## src/rtl/pwm_pkg.sv

```systemverilog
// Shared PWM datapath package: sizing helpers and pipeline limits.
// Exports clog2, max1, PIPE_MAX_DEPTH and PIPE_MAX_WIDTH.
package pwm_pkg;

  localparam int PIPE_MAX_DEPTH = 16;
  localparam int PIPE_MAX_WIDTH = 32;

  function automatic int clog2(input int v);
    int r;
    r = 0;
    for (int i = 0; i < 31; i++) begin
      if ((1 << i) < v) r = i + 1;
    end
    return r;
  endfunction

  function automatic int max1(input int v);
    return (v < 1) ? 1 : v;
  endfunction

endpackage

```

## src/rtl/pipe_stage.sv

```systemverilog
// One enabled data+valid register with sync reset and valid clear.
// Ports: ck, rst, en, clr, d, d_vld -> q, q_vld.
module pipe_stage #(
  parameter int               WIDTH   = 8,
  parameter logic [WIDTH-1:0] RST_VAL = '0
) (
  input  logic             ck,
  input  logic             rst,
  input  logic             en,
  input  logic             clr,
  input  logic [WIDTH-1:0] d,
  input  logic             d_vld,
  output logic [WIDTH-1:0] q,
  output logic             q_vld
);

  // clr drops the valid bit only; data is kept
  always_ff @(posedge ck) begin
    if (rst) begin
      q     <= RST_VAL;
      q_vld <= 1'b0;
    end else if (clr) begin
      q_vld <= 1'b0;
    end else if (en) begin
      q     <= d;
      q_vld <= d_vld;
    end
  end

endmodule

```

## src/rtl/reg_pipe.sv

```systemverilog
// WIDTH x DEPTH delay line with enable, valid tracking, flush and tap.
// Ports: ck, rst, en, flush, d, d_vld, tap_sel -> q, q_vld, q_tap, tap_vld, fill_cnt.
module reg_pipe
  import pwm_pkg::*;
#(
  parameter int               WIDTH   = 8,
  parameter int               DEPTH   = 4,
  parameter logic [WIDTH-1:0] RST_VAL = '0,
  parameter int               TW      = max1(clog2(DEPTH)),
  parameter int               CW      = clog2(DEPTH + 1)
) (
  input  logic             ck,
  input  logic             rst,
  input  logic             en,
  input  logic             flush,
  input  logic [WIDTH-1:0] d,
  input  logic             d_vld,
  input  logic [TW-1:0]    tap_sel,
  output logic [WIDTH-1:0] q,
  output logic             q_vld,
  output logic [WIDTH-1:0] q_tap,
  output logic             tap_vld,
  output logic [CW-1:0]    fill_cnt
);

  if (DEPTH < 1 || DEPTH > PIPE_MAX_DEPTH) begin : g_bad_depth
    $error("reg_pipe: DEPTH out of range");
  end
  if (WIDTH < 1 || WIDTH > PIPE_MAX_WIDTH) begin : g_bad_width
    $error("reg_pipe: WIDTH out of range");
  end

  logic [WIDTH-1:0] dat [DEPTH];
  logic [DEPTH-1:0] vld;
  logic [CW-1:0]    fill_q;
  logic [CW-1:0]    fill_d;

  for (genvar i = 0; i < DEPTH; i++) begin : g_stg
    logic [WIDTH-1:0] din;
    logic             vin;
    if (i == 0) begin : g_head
      assign din = d;
      assign vin = d_vld;
    end else begin : g_tail
      assign din = dat[i-1];
      assign vin = vld[i-1];
    end
    pipe_stage #(
      .WIDTH   (WIDTH),
      .RST_VAL (RST_VAL)
    ) u_stg (
      .ck    (ck),
      .rst   (rst),
      .en    (en),
      .clr   (flush),
      .d     (din),
      .d_vld (vin),
      .q     (dat[i]),
      .q_vld (vld[i])
    );
  end

  // one word in, one word out per advance
  always_comb begin
    fill_d = fill_q;
    if (en) begin
      fill_d = fill_q + CW'(d_vld) - CW'(vld[DEPTH-1]);
    end
  end

  always_ff @(posedge ck) begin
    if (rst) begin
      fill_q <= '0;
    end else if (flush) begin
      fill_q <= '0;
    end else begin
      fill_q <= fill_d;
    end
  end

  if (DEPTH == 1) begin : g_tap1
    assign q_tap   = dat[0];
    assign tap_vld = vld[0];
  end else begin : g_tapn
    // out-of-range selects fall through to the reset value
    always_comb begin
      q_tap   = RST_VAL;
      tap_vld = 1'b0;
      for (int i = 0; i < DEPTH; i++) begin
        if (tap_sel == TW'(i)) begin
          q_tap   = dat[i];
          tap_vld = vld[i];
        end
      end
    end
  end

  assign q        = dat[DEPTH-1];
  assign q_vld    = vld[DEPTH-1];
  assign fill_cnt = fill_q;

  a_fill : assert property (
    @(posedge ck) disable iff (rst)
    int'(fill_q) == $countones(vld)
  ) else $error("reg_pipe: fill count out of step with valids");

endmodule

```

## config.mk

```make
export PLATFORM = sky130hd
export DESIGN_NAME = reg_pipe
export DESIGN_NICKNAME = d
export VERILOG_FILES = /design/src/rtl/pwm_pkg.sv /design/src/rtl/pipe_stage.sv /design/src/rtl/reg_pipe.sv
export SDC_FILE = /design/constraint.sdc
export NUM_CORES = 1
export LEC_CHECK = 0
export CORE_ASPECT_RATIO = 0.8
export CORE_MARGIN = 3
export CORE_UTILIZATION = 56
export CTS_CLUSTER_DIAMETER = 120
export DETAILED_ROUTE_END_ITERATION = 7
export GPL_TIMING_DRIVEN = 0
export PLACE_DENSITY = 0.81
export RECOVER_POWER = 100
export SLEW_MARGIN = 20
export SYNTH_ARGS = -nofsm -noshare
export SYNTH_HDL_FRONTEND = slang
export SYNTH_HIERARCHICAL = 1
export SYNTH_SLANG_ARGS = --single-unit
```

## constraint.sdc

```tcl
create_clock -name ck -period 4.2 [get_ports ck]
set_input_delay 1.26 -clock ck [delete_from_list [all_inputs] [get_ports ck]]
set_output_delay 1.26 -clock ck [all_outputs]
set_load 0.01 [all_outputs]
```

==> run summary, run 1 <==
The overall overflow remaining after global route came out at 0. The number of synthesized flops with an enable pin is 0. The family with the most delay on the worst path is buffers and inverters. The core area came out at 3266 um^2. Clock-pin slew was measured on the worst setup and hold paths at 70 ps. The worst-case clock buffer depth came out at 2. The final layout contains 239 nets. The final instance area is 2456 um^2. The source of the worst hold timing path is g_stg[2].u_stg/q[2]$_SDFFE_PP0P_. For this run, the register share of the synthesized area comes to 0.3883.

The height of the chip is 59.60 um. In the post-synthesis netlist, the biggest area contributors are sky130_fd_sc_hd__dfxtp_1 (39%), sky130_fd_sc_hd__nand4bb_1 (18%), sky130_fd_sc_hd__mux4_2 (10%), sky130_fd_sc_hd__nand2b_1 (10%), sky130_fd_sc_hd__o21ai_1 (8.0%). In this run the worst hold path is classified as flop to flop.

VDD sags by at most 0.2433 mV. Adding up every negative setup slack in the final design gives 0 ps. STA classifies the critical path startpoint as an input port. The total power of the final layout came out at 0.7083 mW. The signal on the critical path passes through buf_6, mux4_2, dlygate4sd3_1.

The floorplan die area is 4350 um^2. The total length of routed wires is 4524 um. The number of antenna violations at the first check in global routing is 0. The minimum clock period after layout came out at 3799 ps. Yosys instantiated no cell more often than sky130_fd_sc_hd__dfxtp_1. The number of buffers inserted to repair setup after CTS came out at 0.

The die is 73.00 um wide. The most frequently used flop master after synthesis is sky130_fd_sc_hd__dfxtp_1. The capturing element type of the critical path is a primary output. The worst register-to-register path ends at fill_cnt[2]$_SDFFE_PP0P_. The static leakage is 0.8989 nW. The slowest cell on the critical path is sky130_fd_sc_hd__dlygate4sd3_1. Of the cells placed in the final design, the portion with a size suffix greater than 1 is 0.1171. The slew at the pin closest to its max-slew limit came out at 1016 ps. The Yosys step of the flow raised 6 warnings. Of the total power, the share spent switching nets is 0.2384. The detailed-router iteration count before antenna repair is 4. The overall track demand over capacity in global routing came out at 0.2244. The number of port buffers came out at 33. The internal power of the cells came out at 0.5394 mW.

The number of hold violations in the final report came out at 0. The cell area after placement came out at 2386 um^2. The clock sink count is 39. The total vias in the final route came out at 1537.

Setup violations remaining at the end of the flow were counted as 0. The net switching component of the power came out at 0.1689 mW. The global-route wire length before repair came out at 7452 um. The peak per-stage delay on the critical path came out at 620 ps. The number of placed cells counting well taps is 254. The critical path contains buffers and inverters numbering 2 combined.

The clock network power share came out at 0.339. The area growth from synthesis to final layout came out at 22.15%. The H-tree was split into 2 levels.

Entering global routing, the biggest net connects 45 pins. The tree is rooted in a sky130_fd_sc_hd__clkbuf_8. Once layout is complete, the cells apart from fillers number 262. The share of total power dissipated in combinational logic is 0.119.

The area fraction of the dominant cell type after synthesis is 0.3883. The setup slack of the worst register-to-register path came out at 2110 ps. At the end of routability-driven placement, the weighted congestion stood at 0.7380.

The post-synthesis sequential element count came out at 39. The run finished with clean final reports. The worst hold path passes through 2 cells.

The final worst hold slack came out at 504.4 ps. The power density normalized to cell area is 288.4 nW/um^2. The cell taking the most area after synthesis is sky130_fd_sc_hd__dfxtp_1. The via count of the first global-routing pass came out at 1467. Of all nets on the critical path, the largest fanout is 9. Counting flops with an async set or reset pin after synthesis yields a share of 0. The sum of net half-perimeters after detailed placement came out at 3251 um. For this design the top-level I/O count stands at 36. The number of buffers inserted for hold repair after clock tree synthesis is 0. The repair_antennas step left the layout with diodes totalling 0.

The sequential share of power is 0.541. In the finished design, the share of the clock period the worst path needs comes to 0.9044. The initial utilization of the core area, before any placement, comes to 0.6157. The synthesized netlist contains 20 unique library cells. The average via count per standard cell is 5.866. The post-cts repair resize count came out at 0.

Setup repair after global routing left no endpoint under its margin. In the synthesized netlist, the cells that appear most often are sky130_fd_sc_hd__dfxtp_1 (39), sky130_fd_sc_hd__nand2b_1 (32), sky130_fd_sc_hd__nand4bb_1 (32), sky130_fd_sc_hd__o21ai_1 (32), sky130_fd_sc_hd__mux4_2 (9). The number of cells on the worst reg-to-reg path is 9. In this run the critical register-to-register path is launched from fill_cnt[0]$_SDFFE_PP0P_.

The gate count of the mapped netlist came out at 181. The required arrival time at the worst endpoint came out at 2940 ps. After detailed routing, the average wire length per cell comes to 17.27 um. The number of clock buffers added by TritonCTS is 5. The DRC violation count after routing came out at 0. The number of nets in the synthesized netlist is 199. The critical path is of the input port to primary output type. The number of routed nets with antenna violations is 0. Clock latency on the worst-skew pair, taken at its later pin, is 290 ps.

The clock tree from TritonCTS is built. For this run, the top clock speed supported by timing is 263.3 MHz. The floorplan has 18 rows. The netlist area before placement is 2011 um^2. The average footprint of a synthesized cell is 11.11 um^2. The detailed router finished its first iteration with 92 violations. The number of max-capacitance violations reported came out at 0.

The remaining max-slew budget at the tightest pin is 0.3204. For the worst setup path, the data arrival time is 2540 ps. The hold path endpoint is g_stg[2].u_stg/q[2]$_SDFFE_PP0P_. The number of max-slew violations in the final report was 0. The largest clock skew in the final design is 7.854 ps.
[metal layers]
layer | GRT usage | share of wire | up-vias
met5 | 0 | 0 | -
met4 | 0.07105 | 0.013 | 0
met3 | 0.04746 | 0.043 | 8
met2 | 0.3516 | 0.47 | 35
met1 | 0.3101 | 0.48 | 735
li1 | - | - | 759
[through the flow]
stage	utilization	setup WS [ps]
2_1_floorplan	-	1004
3_5_place_dp	0.7307	511.3
6_report	0.7521	401.4
4_1_cts	0.7556	509.2
3_3_place_gp	0.7322	517.9
5_1_grt	0.7521	350.8
[layout by cell type, fill, tap and decap left out, drive strengths merged]
master / count
a2111oi: 2
a31o: 1
buf: 6
clkbuf: 12
clkdlybuf4s50: 9
clkinv: 1
dfxtp: 39
dlygate4sd3: 23
fa: 1
ha: 2
inv: 4
mux2i: 5
mux4: 9
nand2b: 32
nand4bb: 32
nor2: 1
nor2b: 4
nor3: 6
o21ai: 32
xor2: 1
[worst register-to-register path: cells and delay by family, from the launching register on]
| family | cells | cell delay (ps) |
|---|---|---|
| AOI/OAI and AO/OA | 2 | 560 |
| xor gates and xnor gates | 1 | 170 |
| adders and majority gates | 3 | 770 |
| buffers and inverters | 3 | 170 |
| DFF | 1 | 370 |
[cells by family after synthesis]
group,count (synthesis),synth area share
AO/OA/AOI/OAI,35,0.09583
XOR/XNOR,1,0.004357
adder cells (fa/ha/maj),3,0.02240
buffers and inverters,14,0.04044
flip-flops,39,0.3883
multiplexers,14,0.1257
AND/OR/NAND/NOR,75,0.3230
[flip-flops by register name, indices dropped and copies added (netlist names)]
signal / count
g_stg.u_stg/q_vld: 4
g_stg.u_stg/q: 32
fill_cnt: 3
[worst max path at each step]
stage	from	end	slack, ps	cells past startpoint
floorplan	tap_sel[0]	q_tap[0]	1000	2
global placement	tap_sel[0]	q_tap[0]	520	3
detailed placement	tap_sel[0]	q_tap[2]	510	3
CTS	tap_sel[0]	q_tap[2]	510	3
global route	tap_sel[0]	q_tap[2]	350	3
finish	tap_sel[0]	q_tap[2]	400	3
[power by group through the flow]
stage,Clock (mW),Combinational (mW),Sequential (mW)
2_1_floorplan,0,0.0528,0.389
3_3_place_gp,0,0.0858,0.391
3_5_place_dp,0,0.0883,0.392
4_1_cts,0.244,0.0890,0.383
5_1_grt,0.265,0.0914,0.384
6_report,0.240,0.0845,0.383
[area by class of cell]
type                       count  area, um^2
fill                         216       809.5
sequential                    39       780.7
buffer                        10       61.31
clock inverter                 1       5.005
multi-input combinational    128        1142
inverter                       4       15.01
clock buffer                   7       76.32
timing repair buffer          33       325.3
tap                           40       50.05
(Power assumes the default switching activity.)
==> run 2, diff against run 1 <==
--- a/config.mk
+++ b/config.mk
@@ -5,7 +5,7 @@
 export SDC_FILE = /design/constraint.sdc
 export NUM_CORES = 1
 export LEC_CHECK = 0
-export CORE_ASPECT_RATIO = 0.8
+export CORE_ASPECT_RATIO = 2
 export CORE_MARGIN = 3
 export CORE_UTILIZATION = 56
 export CTS_CLUSTER_DIAMETER = 120
==> run 2 against run 1 <==
Effect of this change:
- register-to-register slack hardly changed
- sequential cell count stayed put
- wire length is 9.3% higher
- critical endpoint unchanged
- global-route usage is 1.9 points higher
- sequential power hardly changed
- utilization is 2.8 points lower
- final cell count is 2.7% higher
==> run summary, run 2 (synthesis gave the netlist of run 1 again) <==
The remaining max-slew budget at the tightest pin is 0.3046 (-0.01587). Among all stages on the critical path, the largest delay is contributed by sky130_fd_sc_hd__dlygate4sd3_1. The number of placed cells counting well taps is 262 (+3.1%). The total vias in the final route came out at 1591 (+3.5%). The capturing element type of the critical path is a primary output.

The peak per-stage delay on the critical path came to 620 ps (about the same). The reg-to-reg startpoint is fill_cnt[0]$_SDFFE_PP0P_. The total length of routed wires came out at 4943 um (+9.3%). The power density normalized to cell area is 294.5 nW/um^2 (+2.1%).

The fraction of final layout cells with drive strength greater than 1 came out at 0.1222 (+0.005055). The static leakage was 0.9037 nW (+0.54%). The cell family contributing the most delay on the critical path is buffers and inverters. The post-cts repair resize count is 0 (unchanged). The detailed-router iteration count before antenna repair came out at 4 (unchanged). The DRC violation count after routing came out at 0 (unchanged). The area growth from synthesis to layout is 22.96%. The sum of net half-perimeters after detailed placement is 3638 um (+12%). The sum of buffers and inverters on the critical path came out at 2 (unchanged). The number of max-capacitance violations reported is 0 (unchanged). The number of antenna violations at the first check in global routing came out at 0 (unchanged). The number of buffers created by CTS came out at 5 (unchanged). The met2 track demand over resource is 0.4620 (+0.1104).

The count of filler cells inserted in the layout came out at 258 (+19%). The largest net degree at the start of global routing came to 45 (unchanged). The number of placement rows came to 30 (+12). The overall overflow remaining after global route is 0 (unchanged). The final weighted congestion in routability-driven placement is 0.8045 (+9.0%).

The number of hold violations in the final report came out at 0 (unchanged). The final standard cell count with taps included and fillers excluded is 269 (+2.7%). The number of buffers inserted for hold repair after clock tree synthesis came out at 0 (unchanged).

The final worst-path setup slack is 381.3 ps (-20.10 ps). The highest net fanout along the worst path is 9 (unchanged). The floorplan die area came out at 4389 um^2 (+0.90%). The clock-pin slew of the registers on the worst-case setup and hold paths is 70 ps (about the same). The number of buffers inserted to repair setup after CTS was 0 (unchanged). The total power of the final layout came out at 0.7281 mW (+2.8%). The final setup violation count came to 0 (unchanged).

The number of cells on the worst hold path is 2 (unchanged). TritonCTS built the clock tree. The cell depth of the worst setup path is 3 (unchanged). The minimum clock period after layout was 3819 ps (+20.10 ps). The largest clock skew in the final design came out at 3.916 ps (-3.938 ps). The number of routed nets with antenna violations is 0 (unchanged). The worst-case clock buffer depth is 2 (unchanged).

In this run the most critical hold path is launched from g_stg[3].u_stg/q[7]$_SDFFE_PP0P_. The first-iteration detailed-routing DRC count is 19 (-79%). The signal arrival time at the worst endpoint is 2560 ps (+20 ps). The global-route wire length before repair is 8418 um (+13%). The part of the cycle the worst path needs came out at 0.9092 (+0.004785). The met1 usage in global routing is 0.2481 (-0.06191).

The final instance area came out at 2472 um^2 (+0.66%). The category of the most critical setup path is input port to primary output. The first element of the critical path is tap_sel[0]. The most utilized layer in the global route result is met2. Walking the worst path, the cells encountered are buf_6, mux4_2, dlygate4sd3_1. The core area is 3416 um^2 (+4.6%). The minimum setup slack after placement came out at 488.8 ps (-22.50 ps). The worst supply voltage drop on vdd came out at 0.2599 mV (+6.8%). The number of diodes came out at 0 (unchanged).

The top cell types in the final layout, fill and taps aside, are sky130_fd_sc_hd__dfxtp_1 (39), sky130_fd_sc_hd__nand2b_1 (32), sky130_fd_sc_hd__nand4bb_1 (32), sky130_fd_sc_hd__o21ai_0 (32), sky130_fd_sc_hd__dlygate4sd3_1 (23). The class of the most critical hold timing path is flop to flop. The average via count per standard cell came out at 5.914 (+0.82%).

Setup repair after global routing left no endpoint under its margin. The fmax was 261.9 MHz (-0.53%). The depth of the worst register-to-register path came out at 9 (unchanged). The flip-flop count of the largest register after layout is 32 (unchanged). The overall track demand over capacity in global routing is 0.2432 (+0.01884). The width of the die is 48.37 um (-34%). The maximum level of the CTS H-tree came out at 2 (unchanged).

The run finished with clean final reports. The via count of the first global-routing pass came to 1719 (+17%). The final total negative setup slack came out at 0 ps (unchanged).

The utilization of the core after routing came out at 0.7238 (-0.02830). The number of max-slew violations in the final report was 0 (unchanged). The starting density of the core was 0.5886 (-0.02706). The slew at the pin closest to its max-slew limit is 1040 ps (+23.73 ps). The library cell used most frequently in the layout, excluding fill and tap cells, is sky130_fd_sc_hd__dfxtp_1. The worst-skew pair later-pin latency came to 290 ps (about the same). The final worst hold slack came out at 501.4 ps (-2.972 ps).

The clock sink count is 39 (unchanged). More flip-flops sit in one register than any other, and that register is g_stg.u_stg/q. The cell area after placement is 2396 um^2 (+0.42%). The height of the chip was 90.74 um (+52%). The fraction of met3 tracks used by global routing is 0.05124 (+0.003782). The wire length per cell came to 18.38 um (+6.4%). The required arrival time at the worst endpoint is 2940 ps (about the same).

The number of port buffers is 33 (unchanged). The root buffer cell is sky130_fd_sc_hd__clkbuf_8. The worst setup path is launched from an input port. The total I/O pin count came out at 36 (unchanged). The number of nets in the layout is 239 (unchanged).
## run 2: cell count changes in the layout (fill, tap and decap cells not counted), sizes merged
cell    change
clkbuf      -1
## run 2: tightest hold or removal path, delay by kind of cell, from the launching register on
kind / cells / cell delay (ps)
AND/OR/NAND/NOR: 1 / 70
AO/OA/AOI/OAI: 1 / 60
flip-flops: 1 / 330
## run 2: path summary, 6_finish.rpt
path / end / slack [ps]
min reg2reg: g_stg[3].u_stg/q[7]$_SDFFE_PP0P_ / 500
max reg2reg: fill_cnt[2]$_SDFFE_PP0P_ / 2110
max: q_tap[2] / 380
min: g_stg[3].u_stg/q[7]$_SDFFE_PP0P_ / 500
## run 2: metal layers
layer | up-vias | wire (um)
met1 | 782 | 1895
met2 | 42 | 2771
met4 | 0 | 91
met3 | 7 | 185
met5 | - | 0
li1 | 760 | -
## run 2: final cells by class
type / count / area [um^2] / share of cell area
multi-input combinational: 128 / 1142 / 0.4620
sequential: 39 / 780.7 / 0.3158
timing repair buffer: 33 / 325.3 / 0.1316
clock buffer: 6 / 82.58 / 0.03340
buffer: 10 / 61.31 / 0.02480
tap: 48 / 60.06 / 0.02429
inverter: 4 / 15.01 / 0.006073
clock inverter: 1 / 5.005 / 0.002024
## run 2: power breakdown
part           switching, mW  internal (mW)  leakage [nW]
clock                  0.130          0.129        0.0470
sequential           0.00619          0.376         0.316
combinational         0.0403         0.0463         0.541
